<file path="src/rtl/baud_rate_generator_frac.sv">
// Fractional baud generator: oversample, mid-bit and bit ticks from one clock; all outputs registered (1 clk).
// No backpressure: en freezes the phase; cfg_load and resync restart it.
module baud_rate_generator_frac #(
    parameter int DIV_INT_W    = 16,
    parameter int DIV_FRAC_W   = 4,
    parameter int OS_W         = 5,
    parameter int DEF_DIV_INT  = 325,
    parameter int DEF_DIV_FRAC = 8,
    parameter int DEF_OS       = 16
) (
    input  logic                  clk,
    input  logic                  rst,
    input  logic                  en,
    input  logic                  cfg_load,
    input  logic [DIV_INT_W-1:0]  div_int,
    input  logic [DIV_FRAC_W-1:0] div_frac,
    input  logic [OS_W-1:0]       os_rate,
    input  logic                  resync,
    output logic                  os_tick,
    output logic                  mid_tick,
    output logic                  bit_tick,
    output logic                  cfg_err
);

    localparam logic [OS_W-1:0] OS_ONE = {{(OS_W-1){1'b0}}, 1'b1};

    logic [DIV_INT_W-1:0]  div_int_q;
    logic [DIV_FRAC_W-1:0] div_frac_q;
    logic [OS_W-1:0]       os_rate_q;

    logic [DIV_INT_W-1:0]  cnt;
    logic [DIV_FRAC_W-1:0] acc;
    logic                  ext;
    logic [OS_W-1:0]       os_cnt;

    logic                  cfg_ok;
    logic [DIV_INT_W:0]    term;
    logic                  term_hit;
    logic [DIV_FRAC_W:0]   acc_sum;
    logic [OS_W-1:0]       mid_pt;
    logic                  os_wrap;

    assign cfg_ok   = (div_int >= DIV_INT_W'(2)) && (os_rate >= OS_W'(4));
    // ext stretches the current period by one clock when the fractional accumulator carried
    assign term     = {1'b0, div_int_q} - {{DIV_INT_W{1'b0}}, 1'b1} + {{DIV_INT_W{1'b0}}, ext};
    assign term_hit = ({1'b0, cnt} == term);
    assign acc_sum  = {1'b0, acc} + {1'b0, div_frac_q};
    assign mid_pt   = (os_rate_q >> 1) - OS_ONE;
    assign os_wrap  = (os_cnt == os_rate_q - OS_ONE);

    always_ff @(posedge clk) begin
        if (rst) begin
            div_int_q  <= DIV_INT_W'(DEF_DIV_INT);
            div_frac_q <= DIV_FRAC_W'(DEF_DIV_FRAC);
            os_rate_q  <= OS_W'(DEF_OS);
            cnt        <= '0;
            acc        <= '0;
            ext        <= 1'b0;
            os_cnt     <= '0;
            os_tick    <= 1'b0;
            mid_tick   <= 1'b0;
            bit_tick   <= 1'b0;
            cfg_err    <= 1'b0;
        end else begin
            os_tick  <= 1'b0;
            mid_tick <= 1'b0;
            bit_tick <= 1'b0;
            if (cfg_load && cfg_ok) begin
                div_int_q  <= div_int;
                div_frac_q <= div_frac;
                os_rate_q  <= os_rate;
                cnt        <= '0;
                acc        <= '0;
                ext        <= 1'b0;
                os_cnt     <= '0;
                cfg_err    <= 1'b0;
            end else begin
                if (cfg_load) begin
                    cfg_err <= 1'b1;
                end
                // resync also swallows a tick that would land on this edge
                if (resync) begin
                    cnt    <= '0;
                    acc    <= '0;
                    ext    <= 1'b0;
                    os_cnt <= '0;
                end else if (en) begin
                    if (term_hit) begin
                        cnt        <= '0;
                        {ext, acc} <= acc_sum;
                        os_tick    <= 1'b1;
                        mid_tick   <= (os_cnt == mid_pt);
                        bit_tick   <= os_wrap;
                        os_cnt     <= os_wrap ? '0 : os_cnt + OS_ONE;
                    end else begin
                        cnt <= cnt + {{(DIV_INT_W-1){1'b0}}, 1'b1};
                    end
                end
            end
        end
    end

endmodule

</file>
<file path="config.mk">
export PLATFORM = sky130hd
export DESIGN_NAME = baud_rate_generator_frac
export DESIGN_NICKNAME = d
export VERILOG_FILES = /design/src/rtl/baud_rate_generator_frac.sv
export SDC_FILE = /design/constraint.sdc
export NUM_CORES = 1
export LEC_CHECK = 0
export CAP_MARGIN = 20
export CORE_ASPECT_RATIO = 0.8
export CORE_UTILIZATION = 35
export CTS_CLUSTER_DIAMETER = 80
export DETAILED_ROUTE_END_ITERATION = 12
export GPL_TIMING_DRIVEN = 1
export PLACE_DENSITY_LB_ADDON = 0.05
export SYNTH_ARGS = -nofsm -noshare
export SYNTH_HDL_FRONTEND = slang
export SYNTH_SLANG_ARGS = --single-unit
</file>
<file path="constraint.sdc">
create_clock -name clk -period 8.2 [get_ports clk]
set_input_delay 0.82 -clock clk [delete_from_list [all_inputs] [get_ports clk]]
set_output_delay 0.82 -clock clk [all_outputs]
set_load 0.02 [all_outputs]
</file>
==> run summary <==
Clock tree synthesis inserted a total of 5 buffers. The first global-routing pass estimated 13.3 mm of wire. For the number of endpoints with negative hold slack in the final report, the log shows 0. In the global route stage, met1 resource usage came out at 24.7%. In the final routed layout, each cell accounts on average for 14.9 um. The congestion estimate from routability-driven global placement came to 0.784. At the end of the flow the core is filled with cells to 42.1%.

The biggest area contributor in the post-synthesis netlist is dfxtp_1. VDD sags by at most 0.0000673 V. The tools report the setup slack on the worst flop-to-flop path as 4.60 ns. The tools report the detailed-placement wirelength estimate as 5.99 mm. The logs give 444 for the number of nets in the synthesized netlist and 529 for the count of placed standard cells including taps.

In this run the critical register-to-register path is captured at cnt[3]$_SDFFE_PP0P_. The total standard cell area after synthesis was 0.00331 mm2. Counting buffers and inverters, the worst setup path is 7 cells deep. In the routed layout, each cell is associated on average with a via count of 5.12. The path depth of the worst reg2reg path is 10. The clock tree buffer depth was 2.

The signal on the critical path passes through clkdlybuf4s50_1, nor4_1, a41oi_1, o31a_1, or3_1, or2_1, nor2_1. The number of inserted diodes was 0. Critical path's largest stage delay: 0.86 ns.

The worst hold path class is reg2reg. In the finished design, the share of the clock period the worst path needs comes to 49.7%. The run gives 0.00985 mm2 as the total die area.

The run gives 246 MHz as the maximum operating frequency. Counting every sink on the clock net gives 55. The post-route netlist has 8.29% of its cells at a drive strength greater than 1. The cell row count is 31, and the die boundary width is 111 um.

Slowest cell on the critical path: o31a_1. In the global route stage, overall resource usage came out at 17.1%. Post-CTS timing repair inserted 0 buffers for setup. Main flop type after synthesis: dfxtp_1. Transition at the pin with the smallest max-transition slack: 0.970 ns. In this run the critical register-to-register path is launched from div_int_q[0]$_SDFFE_PP1P_.

Detailed routing inserted a total of 2,749 vias. The cell area after placement is 0.00369 mm2. The number of enable flip-flop cells after synthesis came out at 0. The number of buffers added on ports is 33. The most critical setup path has its endpoint at cnt[3]$_SDFFE_PP0P_. The run gives 0 as the number of pins exceeding their max-slew limit in the final report.

The register bit count reported by yosys was 55. For this run, design rule violations remaining after detail routing come to 0. The most critical setup path has its startpoint at div_int[13]. The finished cells cover 0.00383 mm2. The run finished with clean final reports. The detailed router finished its first iteration with 116 violations.

Ranked by total cell area, the synthesized netlist is headed by dfxtp_1, xnor2_1, nand2_1. The analysis attributes to cell leakage a power of 1.35 nW. For met3 alone, demand over resource in global routing was 3.32%. The run gives 36.3% as the effective utilization at floorplan. The run gives 0.00435 ns as the worst setup skew after layout.

In this run the remaining antenna-violating nets after routing total 0. For the distinct cell type count after synthesis, the log shows 57. After layout, the design draws a total of 0.586 mW. The setup path with the least slack is of type in2reg. Post-detailed-routing wire length: 7.99 mm. The Yosys step of the flow raised 0 warnings.

The combined area of the multi-input logic cells came out at 0.00203 mm2. The post-synthesis sequential area ratio came out at 33.3%. During I/O placement, the number of pins put on the boundary was 34. Global routing used 26.3% of the available met2 tracks. The number of failing setup endpoints in the final timing report is 0. Setup repair after global routing left no endpoint under its margin. After clock tree synthesis, the repair step resized 0 gates.

The largest fanout of any net on the critical path was 25; the area occupied by registers was 0.00110 mm2. The total negative slack for setup checks was 0 ns; the setup slack at placement was 3.73 ns. After clock tree synthesis, the clock-pin slew on the worst setup and hold paths is 0.07 ns. A synthesized cell averages 8.23 um2. The vertical die dimension was 89.0 um. After the flow finishes, the layout carries non-filler instances totaling 537. The number of global-route vias before repair is 2,605, and the largest net degree at the start of global routing is 28.

Number of buffers and inverters on the critical path: 1. Before antenna repair, the detailed router went through 4 iterations. The endpoint arrival time on the critical path came out at 4.23 ns.

In this run the number of H-tree levels came out at 2. The final layout contains 463 nets. Compared with the post-synthesis result, the final layout area differs by 15.9%. After technology mapping, the gate count stands at 402.

Of all flip-flops after synthesis, the portion carrying an async set or reset was 0%. The critical path required time came out at 8.35 ns. For the worst setup margin, the log shows 4.13 ns. The cell at the root of the clock tree is clkbuf_16. The tools report the number of maximum-capacitance violations as 0. STA classifies the critical path endpoint as a register.

The kind of cell with the highest combined delay along the critical path is simple AND/OR/NAND/NOR gates. The core region is 0.00911 mm2. The global routing stage identified its most utilized layer as met2.

The number of antenna violations at the first check in global routing was 0. The layout has 948 filler cells. The later pin in the worst-skew pair is clocked with a latency of 0.29 ns.

Of the post-synthesis cell area, the dominant cell type holds 33.3%. The total congestion overflow after global routing came out at 0. Dividing total power by cell area gives a power density of 153 mW/mm2. Headroom to the max-slew limit came out at 35.3%.

The tools report the startpoint class of the critical path as an input port. The final critical path time including I/O delays and setup works out to 4.07 ns. TritonCTS built the clock tree.

The number of buffers added to fix hold violations after cts came out at 0. Across all hold checks on the routed design, the worst slack comes to 0.469 ns.
## worst min path at each step
stage | from | to | slack, ns | depth (start not counted)
after floorplan | div_frac_q[0]$_SDFFE_PP0P_ | div_frac_q[0]$_SDFFE_PP0P_ | 0.44 | 2
after global placement | div_frac_q[2]$_SDFFE_PP0P_ | div_frac_q[2]$_SDFFE_PP0P_ | 0.46 | 2
after detailed placement | div_frac_q[2]$_SDFFE_PP0P_ | div_frac_q[2]$_SDFFE_PP0P_ | 0.46 | 2
after CTS | div_frac_q[2]$_SDFFE_PP0P_ | div_frac_q[2]$_SDFFE_PP0P_ | 0.47 | 2
after global routing | div_frac_q[2]$_SDFFE_PP0P_ | div_frac_q[2]$_SDFFE_PP0P_ | 0.49 | 2
final | div_frac_q[2]$_SDFFE_PP0P_ | div_frac_q[2]$_SDFFE_PP0P_ | 0.47 | 2
## worst reg2reg max path, delay by kind of cell, from the launching register on
family / cells / cell delay (ns)
simple gates: 5 / 2.31
fa+ha+maj: 2 / 0.51
flops: 1 / 0.30
compound gates: 2 / 0.25
buf+inv: 1 / 0.07
## synthesized netlist by cell type, types with 7 or more instances
library cell and number:
nand2_1 55, inv_1 17, nor4_1 7, dfxtp_1 55
nand4_1 11, nor2_1 27, mux2i_1 7, xnor2_1 27
nor3_1 12, ha_1 11, xor2_1 23, clkbuf_1 20
nand3_1 10, nor2_2 10, a21oi_1 24
## cells by family after synthesis
group | share of synthesized area [%]
compound gates | 12.9
xor+xnor | 13.2
fa+ha+maj | 4.76
buf+inv | 5.48
flops | 33.3
mux | 2.12
simple gates | 28.2
## area by class of cell
class | count | share of cell area [%]
Clock buffer | 6 | 3.36
Multi-Input combinational cell | 306 | 53.0
Timing Repair Buffer | 36 | 9.20
Tap cell | 115 | 3.75
Clock inverter | 2 | 0.326
Inverter | 17 | 1.66
Sequential cell | 55 | 28.7
## per-layer routing
layer / share of wire, % / routed length, um
met1: 55 / 4390
met5: 0 / 0
met4: 0.79 / 63
met2: 41 / 3290
met3: 3.1 / 251
## power breakdown
group,leakage [nW],switching [mW],internal [mW]
Sequential,0.448,0.0124,0.275
Combinational,0.837,0.0447,0.0415
Clock,0.0669,0.0993,0.113
Total,1.35,0.157,0.430
## state kept, by name (all words and copies together) (netlist names), 4 cells and up
name        cells
div_frac_q      4
cnt            16
os_cnt          5
acc             4
os_rate_q       5
div_int_q      16
## placed cells by master, fill, tap and decap left out, drive strengths merged, types with 4 or more instances in the layout
cell type,instances
nand3b,6
xnor2,27
clkbuf,6
or4,5
or3,6
xor2,23
nand2,55
nand4,11
a21oi,24
dfxtp,55
nor2b,5
o31ai,4
ha,11
clkdlybuf4s50,33
nor3,12
mux2i,7
nand3,10
o21ai,4
inv,17
a211o,4
nor2,37
nor4,8
No activity file was read; power rests on OpenSTA's default activity.
